## config.mk

```make
export PLATFORM = sky130hd
export DESIGN_NAME = ex_muldiv
export DESIGN_NICKNAME = d
export VERILOG_FILES = /design/src/rtl/ex_muldiv.sv
export SDC_FILE = /design/constraint.sdc
export NUM_CORES = 2
export LEC_CHECK = 0
export BUFFER_PORTS_ARGS = -buffer_cell sky130_fd_sc_hd__buf_4
export CAP_MARGIN = 25
export CORE_ASPECT_RATIO = 0.75
export CORE_UTILIZATION = 30
export DETAILED_ROUTE_END_ITERATION = 7
export HOLD_SLACK_MARGIN = 0.06
export SYNTH_ARGS = -nofsm -noshare
export SYNTH_HDL_FRONTEND = slang
export SYNTH_SLANG_ARGS = --single-unit
```

## constraint.sdc

```tcl
create_clock -name clk -period 5.4 [get_ports clk]
set_input_delay 0 -clock clk [delete_from_list [all_inputs] [get_ports clk]]
set_output_delay 0 -clock clk [all_outputs]
set_load 0.01 [all_outputs]
```

## src/rtl/ex_muldiv.sv

```systemverilog
// ex_muldiv: execute-stage multiply/divide unit owning the HI/LO pair.
//   - MULT/MULTU and MTHI/MTLO commit in one cycle.
//   - MADD/MADDU/MSUB/MSUBU accumulate through a MAC state.
//   - DIV/DIVU run a 32-step restoring divider, then commit from DONE.
// Optional feature macro: MULDIV_MAC_EN. When it is defined, the multiply-
// accumulate opcodes are implemented. When it is undefined, those opcodes
// act as NOPs and the MAC datapath is not built.
//
// Handshake with the stall controller: stallreq is combinational and asks
// the pipeline to hold EX. It is high in the issue cycle of a divide or MAC
// op and during every DIV_RUN cycle. stall[3]=1 means that EX is being held
// downstream. In that case MULT/MTHI/MTLO do not write, and MAC/DONE keep
// their pending result until stall[3] drops. The commit happens on the
// first edge with stall[3]=0.
module ex_muldiv (
    input  logic        clk,
    input  logic        rst,
    input  logic [7:0]  aluop,
    input  logic [31:0] reg1,
    input  logic [31:0] reg2,
    input  logic [5:0]  stall,
    input  logic        flush,
    output logic [31:0] hi_o,
    output logic [31:0] lo_o,
    output logic        stallreq,
    output logic        busy,
    output logic [1:0]  dbg_state
);

    // Opcode encodings shared with the ID-stage decoder (EXE_*_OP)
    localparam logic [7:0] OP_MTHI  = 8'b0001_0001;
    localparam logic [7:0] OP_MTLO  = 8'b0001_0011;
    localparam logic [7:0] OP_MULT  = 8'b0001_1000;
    localparam logic [7:0] OP_MULTU = 8'b0001_1001;
    localparam logic [7:0] OP_DIV   = 8'b0001_1010;
    localparam logic [7:0] OP_DIVU  = 8'b0001_1011;
    localparam logic [7:0] OP_MADD  = 8'b1010_0110;
    localparam logic [7:0] OP_MADDU = 8'b1010_1000;
    localparam logic [7:0] OP_MSUB  = 8'b1010_1010;
    localparam logic [7:0] OP_MSUBU = 8'b1010_1011;

    typedef enum logic [1:0] {
        S_IDLE    = 2'd0,
        S_MAC     = 2'd1,
        S_DIV_RUN = 2'd2,
        S_DONE    = 2'd3
    } state_t;

    state_t state;
    state_t state_n;

    // Architectural HI/LO
    logic [31:0] hi;
    logic [31:0] lo;

    // Divider working registers
    logic [4:0]  cnt;
    logic [31:0] div_rem;
    logic [31:0] div_quo;
    logic [31:0] div_den;
    logic        div_neg_q;
    logic        div_neg_r;

    // Result pending in DONE
    logic [31:0] res_hi;
    logic [31:0] res_lo;

    // Opcode decode, only meaningful while IDLE
    logic ex_hold;
    logic is_mult;
    logic is_mthi;
    logic is_mtlo;
    logic is_div;
    logic is_mac;
    logic mul_signed;
    logic div_signed;

    // Only stall[3] (EX held) matters to this unit
    logic unused_stall_bits;
    assign unused_stall_bits = ^{stall[5:4], stall[2:0]};

    assign ex_hold    = stall[3];
    assign is_mult    = (aluop == OP_MULT) | (aluop == OP_MULTU);
    assign is_mthi    = (aluop == OP_MTHI);
    assign is_mtlo    = (aluop == OP_MTLO);
    assign is_div     = (aluop == OP_DIV) | (aluop == OP_DIVU);
    assign div_signed = (aluop == OP_DIV);
    assign mul_signed = (aluop == OP_MULT) | (aluop == OP_MADD) | (aluop == OP_MSUB);

`ifdef MULDIV_MAC_EN
    logic        mac_sub_op;
    logic [63:0] mac_prod;
    logic        mac_sub;
    logic [63:0] mac_acc;

    assign is_mac     = (aluop == OP_MADD) | (aluop == OP_MADDU) |
                        (aluop == OP_MSUB) | (aluop == OP_MSUBU);
    assign mac_sub_op = (aluop == OP_MSUB) | (aluop == OP_MSUBU);
    assign mac_acc    = mac_sub ? ({hi, lo} - mac_prod) : ({hi, lo} + mac_prod);
`else
    assign is_mac = 1'b0;
`endif

    // One shared 64-bit multiplier. The operands are sign- or zero-extended,
    // so the low 64 bits of the product are exact in both modes.
    logic [63:0] mul_a;
    logic [63:0] mul_b;
    logic [63:0] product;

    assign mul_a   = {(mul_signed ? {32{reg1[31]}} : 32'h0), reg1};
    assign mul_b   = {(mul_signed ? {32{reg2[31]}} : 32'h0), reg2};
    assign product = mul_a * mul_b;

    // The divider works on magnitudes; signed ops take absolute values here
    logic [31:0] abs1;
    logic [31:0] abs2;

    assign abs1 = (div_signed && reg1[31]) ? (32'd0 - reg1) : reg1;
    assign abs2 = (div_signed && reg2[31]) ? (32'd0 - reg2) : reg2;

    // One restoring step: shift the next dividend bit into the partial
    // remainder and subtract when the divisor fits.
    logic [33:0] div_diff;
    logic [31:0] rem_n;
    logic [31:0] quo_n;
    logic [31:0] fix_rem;
    logic [31:0] fix_quo;

    assign div_diff = {1'b0, div_rem, div_quo[31]} - {2'b00, div_den};

    // Select restored or subtracted remainder for this step
    always_comb begin
        rem_n = {div_rem[30:0], div_quo[31]};
        quo_n = {div_quo[30:0], 1'b0};
        if (!div_diff[33]) begin
            rem_n = div_diff[31:0];
            quo_n = {div_quo[30:0], 1'b1};
        end
    end

    // Signed fixup: quotient negated on sign mismatch, remainder follows dividend
    assign fix_quo = div_neg_q ? (32'd0 - quo_n) : quo_n;
    assign fix_rem = div_neg_r ? (32'd0 - rem_n) : rem_n;

    // Stall request: issue cycle of a multi-cycle op, plus the whole divide
    assign stallreq = rst & (((state == S_IDLE) & (is_div | is_mac)) |
                             (state == S_DIV_RUN));

    // Next-state selection; flush always returns to IDLE
    always_comb begin
        state_n = state;
        case (state)
            S_IDLE: begin
                if (is_div) begin
                    state_n = (reg2 == 32'd0) ? S_DONE : S_DIV_RUN;
                end else if (is_mac) begin
                    state_n = S_MAC;
                end
            end
`ifdef MULDIV_MAC_EN
            S_MAC: begin
                if (!ex_hold) begin
                    state_n = S_IDLE;
                end
            end
`endif
            S_DIV_RUN: begin
                if (cnt == 5'd31) begin
                    state_n = S_DONE;
                end
            end
            S_DONE: begin
                if (!ex_hold) begin
                    state_n = S_IDLE;
                end
            end
            default: state_n = S_IDLE;
        endcase
        if (flush) begin
            state_n = S_IDLE;
        end
    end

    // State register and registered busy flag
    always_ff @(posedge clk or negedge rst) begin
        if (!rst) begin
            state <= S_IDLE;
            busy  <= 1'b0;
        end else begin
            state <= state_n;
            busy  <= (state_n != S_IDLE);
        end
    end

    // HI/LO, divider and accumulator datapath
    always_ff @(posedge clk or negedge rst) begin
        if (!rst) begin
            hi        <= 32'd0;
            lo        <= 32'd0;
            cnt       <= 5'd0;
            div_rem   <= 32'd0;
            div_quo   <= 32'd0;
            div_den   <= 32'd0;
            div_neg_q <= 1'b0;
            div_neg_r <= 1'b0;
            res_hi    <= 32'd0;
            res_lo    <= 32'd0;
`ifdef MULDIV_MAC_EN
            mac_prod  <= 64'd0;
            mac_sub   <= 1'b0;
`endif
        end else if (flush) begin
            // Abort: nothing commits, the divider restarts from scratch
            cnt <= 5'd0;
        end else begin
            case (state)
                S_IDLE: begin
                    if (is_mult && !ex_hold) begin
                        {hi, lo} <= product;
                    end
                    if (is_mthi && !ex_hold) begin
                        hi <= reg1;
                    end
                    if (is_mtlo && !ex_hold) begin
                        lo <= reg1;
                    end
`ifdef MULDIV_MAC_EN
                    if (is_mac) begin
                        mac_prod <= product;
                        mac_sub  <= mac_sub_op;
                    end
`endif
                    if (is_div) begin
                        if (reg2 == 32'd0) begin
                            res_hi <= reg1;
                            res_lo <= 32'hFFFF_FFFF;
                        end else begin
                            div_rem   <= 32'd0;
                            div_quo   <= abs1;
                            div_den   <= abs2;
                            div_neg_q <= div_signed & (reg1[31] ^ reg2[31]);
                            div_neg_r <= div_signed & reg1[31];
                            cnt       <= 5'd0;
                        end
                    end
                end
`ifdef MULDIV_MAC_EN
                S_MAC: begin
                    if (!ex_hold) begin
                        {hi, lo} <= mac_acc;
                    end
                end
`endif
                S_DIV_RUN: begin
                    div_rem <= rem_n;
                    div_quo <= quo_n;
                    if (cnt == 5'd31) begin
                        res_hi <= fix_rem;
                        res_lo <= fix_quo;
                        cnt    <= 5'd0;
                    end else begin
                        cnt <= cnt + 5'd1;
                    end
                end
                S_DONE: begin
                    if (!ex_hold) begin
                        hi <= res_hi;
                        lo <= res_lo;
                    end
                end
                default: ;
            endcase
        end
    end

    assign hi_o      = hi;
    assign lo_o      = lo;
    assign dbg_state = state;

endmodule
```

==> flow_summary.toml <==
[critical_path]
end_kind = "flip-flop"
cp.required_ns = 5.87
setup.worst_path.start_class = "input pin"
worstPathArrival_ns = 9.10
r2r-end = "res_hi[30]$_DFFE_PN0P_"
critical_path.slowest_cell = "fa_2"
endpoint = "hi_o[31]$_DFFE_PN0P_"
cp_slowest_stage_delay_ns = 0.65
path_buf_inv = 12
regToRegSetupSlack_ns = 0.27
cp.depth = 38
rr_worst_depth = 19
path_max_fanout = 6
path_delay_family = "adder cells"
reg2reg_from = "div_rem[15]$_DFFE_PN0P_"
startpoint = "aluop[5]"
crit_type = "in -> reg"
cp_common_cell = "fa_1"

[logic_synthesis]
synth.distinct_cells = 89
ys_seq_area_share_pct = 9.26
synth.largest_area_cell = "fa_1"
synth_edf_count = 0
synth_common_cells = "inv_1, fa_1, nand2_1"
yosysMostFrequentCell = "inv_1"
synthCells = 7162
yosys_warnings = 0
syn-cell-area_um2 = 63300
ys_seq_elements = 234
yosys.area.top_type_share_pct = 44.9
syn_nets = 9010
synth-async-reset-ratio_pct = 100
synth_ff_type = "dfrtp_1"
avgSynthCellArea_um2 = 8.83
synthTopCellsByArea = "fa_1, inv_1, dfrtp_1"

[finish]
num-fill-cells = 20900
seq_area_um2 = 5860
multiInputGateArea_um2 = 51300
final_nets = 9633
drive_above_1_share_pct = 18.3
syn_to_final_growth_pct = 21.7

[clock_tree]
cts_root_buf = "clkbuf_16"
cts_made_buffers = 28
clkLatencyLatePin_ns = 0.58
h-tree-depth = 1
path_clk_slew_ns = 0.07
cts_sinks = 234
cts_max_path_buffers = 3
cts_tree = "built"

[floorplan]
coreArea_um2 = 209000
initial_core_util_pct = 30.3
ioPinCount = 149
dieArea_um2 = 213000
die_h_um = 400
core.rowCount = 145
die_w_um = 532

[sta]
period_needed_ns = 8.63
slew_headroom_pct = 27.5
rsz0062_at_grt = "true"
finalHoldViolations = 0
setup_viol = 54
max_freq_ghz = 0.116
finalMaxSlewViolations = 0
skew_ns = 0.0262
worst_pin_slew_ns = 1.09
tns_ns = -119.51
setup_ws_ns = -3.23
post-route-period-util_pct = 160

[placement]
gp_congestion = 0.952
place_hpwl_mm = 192
io_buffer_count = 143

[routing]
ant_nets = 0
firstDrtPassIters = 8
num_vias = 51900
routed_wl_mm = 228
routedWlPerCell_um = 21.5
routed_via_density = 4.90
drt_iter0_drc = 4425
post-route-drc-count = 44

[global_routing]
grt_max_degree = 100
grt_overflow = 0
grt_first_pass_wirelength_mm = 342
grt_usage_pct = 21.2
antenna_found_initial = 13
grt_pass1_vias = 54300

[hold_path]
hp-class = "in -> reg"

[outcome]
outcome = "complete, but fails checks"
violations = "DRC, setup timing"

[job]
max-cap-violations = 0
==> cell type report <==
type	count	share of cell area, %
antenna	8	0.0260
clock buffer	38	1.01
clock inverter	13	0.202
inverter	1641	8.01
multi-input combinational	4872	66.7
sequential	234	7.61
tap	2793	4.54
timing repair buffer	1008	11.9
==> kinds of logic (layout without fill, tap and decap cells) <==
kind of cell             count (synthesis)  after routing  synth area share [%]
multiplexers                            32             32                 0.516
other                                    0              8                     0
flip-flops                             234            234                  9.26
AND/OR/NAND/NOR                       1921           1921                  13.9
adder cells (fa/ha/maj)               1770           1770                  51.9
buffers and inverters                 2056           2700                  12.3
XOR/XNOR                               250            250                  3.46
AO/OA/AOI/OAI                          899            899                  8.76
==> stage by stage <==
stage | utilization (%) | worst slack [ns] | hold WS, ns | cells | area (um2)
finish | 36.9 | -3.23 | 0.0601 | 10600 | 77000
global route | 36.9 | -3.56 | 0.0620 | 10600 | 77000
CTS | 35.8 | -3.21 | 0.0647 | 10500 | 74800
detailed placement | 35.1 | -4.23 | 0.140 | 10500 | 73200
global placement | 35.1 | -4.15 | 0.130 | 10500 | 73200
floorplan | - | -3.54 | -0.296 | 7162 | 65200
==> placed cells by master (no fill, tap or decap), drive strengths merged, types with 8 or more instances in the layout <==
cell type / count
a22o: 8
o31ai: 31
clkbuf: 43
a211oi: 40
nand4: 17
dlygate4sd3: 16
o41ai: 10
nand2: 1032
inv: 1639
ha: 347
o21a: 17
diode: 8
mux2i: 27
nor2: 258
xnor2: 152
and2: 332
dfrtp: 234
a21o: 62
o211ai: 26
o21ai: 279
a31oi: 41
buf: 987
xor2: 98
nand2b: 19
a31o: 8
fa: 1420
clkinv: 8
nand3: 40
a21oi: 276
or2: 13
o21bai: 20
nor3: 55
and3: 50
nor4: 19
nand3b: 8
or4: 22
or3: 32
==> routing by layer <==
layer / routed length, um / global-route usage, % / vias to the layer above
li1: - / - / 22700
met1: 102000 / 30.9 / 26800
met2: 97900 / 32.7 / 2108
met3: 22000 / 3.71 / 243
met4: 5950 / 4.89 / 2
met5: 10 / 0 / -
==> flip-flops by register name, indices dropped and copies added, names as in the netlist <==
name,flops
div_den,32
div_quo,32
div_rem,32
hi_o,32
lo_o,32
res_hi,32
res_lo,32
cnt,5
dbg_state,2
busy,1
div_neg_q,1
div_neg_r,1
==> worst min-delay path, delay by kind of cell <==
family | cells | cell delay [ns]
AO/OA/AOI/OAI | 2 | 0.20
buffers and inverters | 2 | 0.35
==> worst min-delay path by stage <==
stage                     cells past startpoint                endpoint     start  slack [ns]
after CTS                                     4  res_hi[12]$_DFFE_PN0P_  reg1[12]        0.06
final                                         4  res_hi[16]$_DFFE_PN0P_  reg1[16]        0.06
after detailed placement                      1    lo_o[10]$_DFFE_PN0P_       rst        0.14
after global placement                        1    lo_o[10]$_DFFE_PN0P_       rst        0.13
after global routing                          4  res_hi[16]$_DFFE_PN0P_  reg1[16]        0.06
after floorplan                               0          busy$_DFF_PN0_       rst       -0.30
==> what timing repair did <==
| action | 4_1_cts | 5_1_grt |
|---|---|---|
| endpoints found under the hold margin | 116 | 3 |
| hold buffers | 13 | 3 |
| pin swaps | 75 | 201 |
| gates resized for setup | 133 | 389 |
| endpoints found under the setup margin | 55 | 58 |
| cloned | 0 | 5 |
| buffers inserted | 8 | 57 |
Power is left out: the tool's default activity adds up to more than one toggle a clock period on the data nets, which glitch-free logic cannot reach.
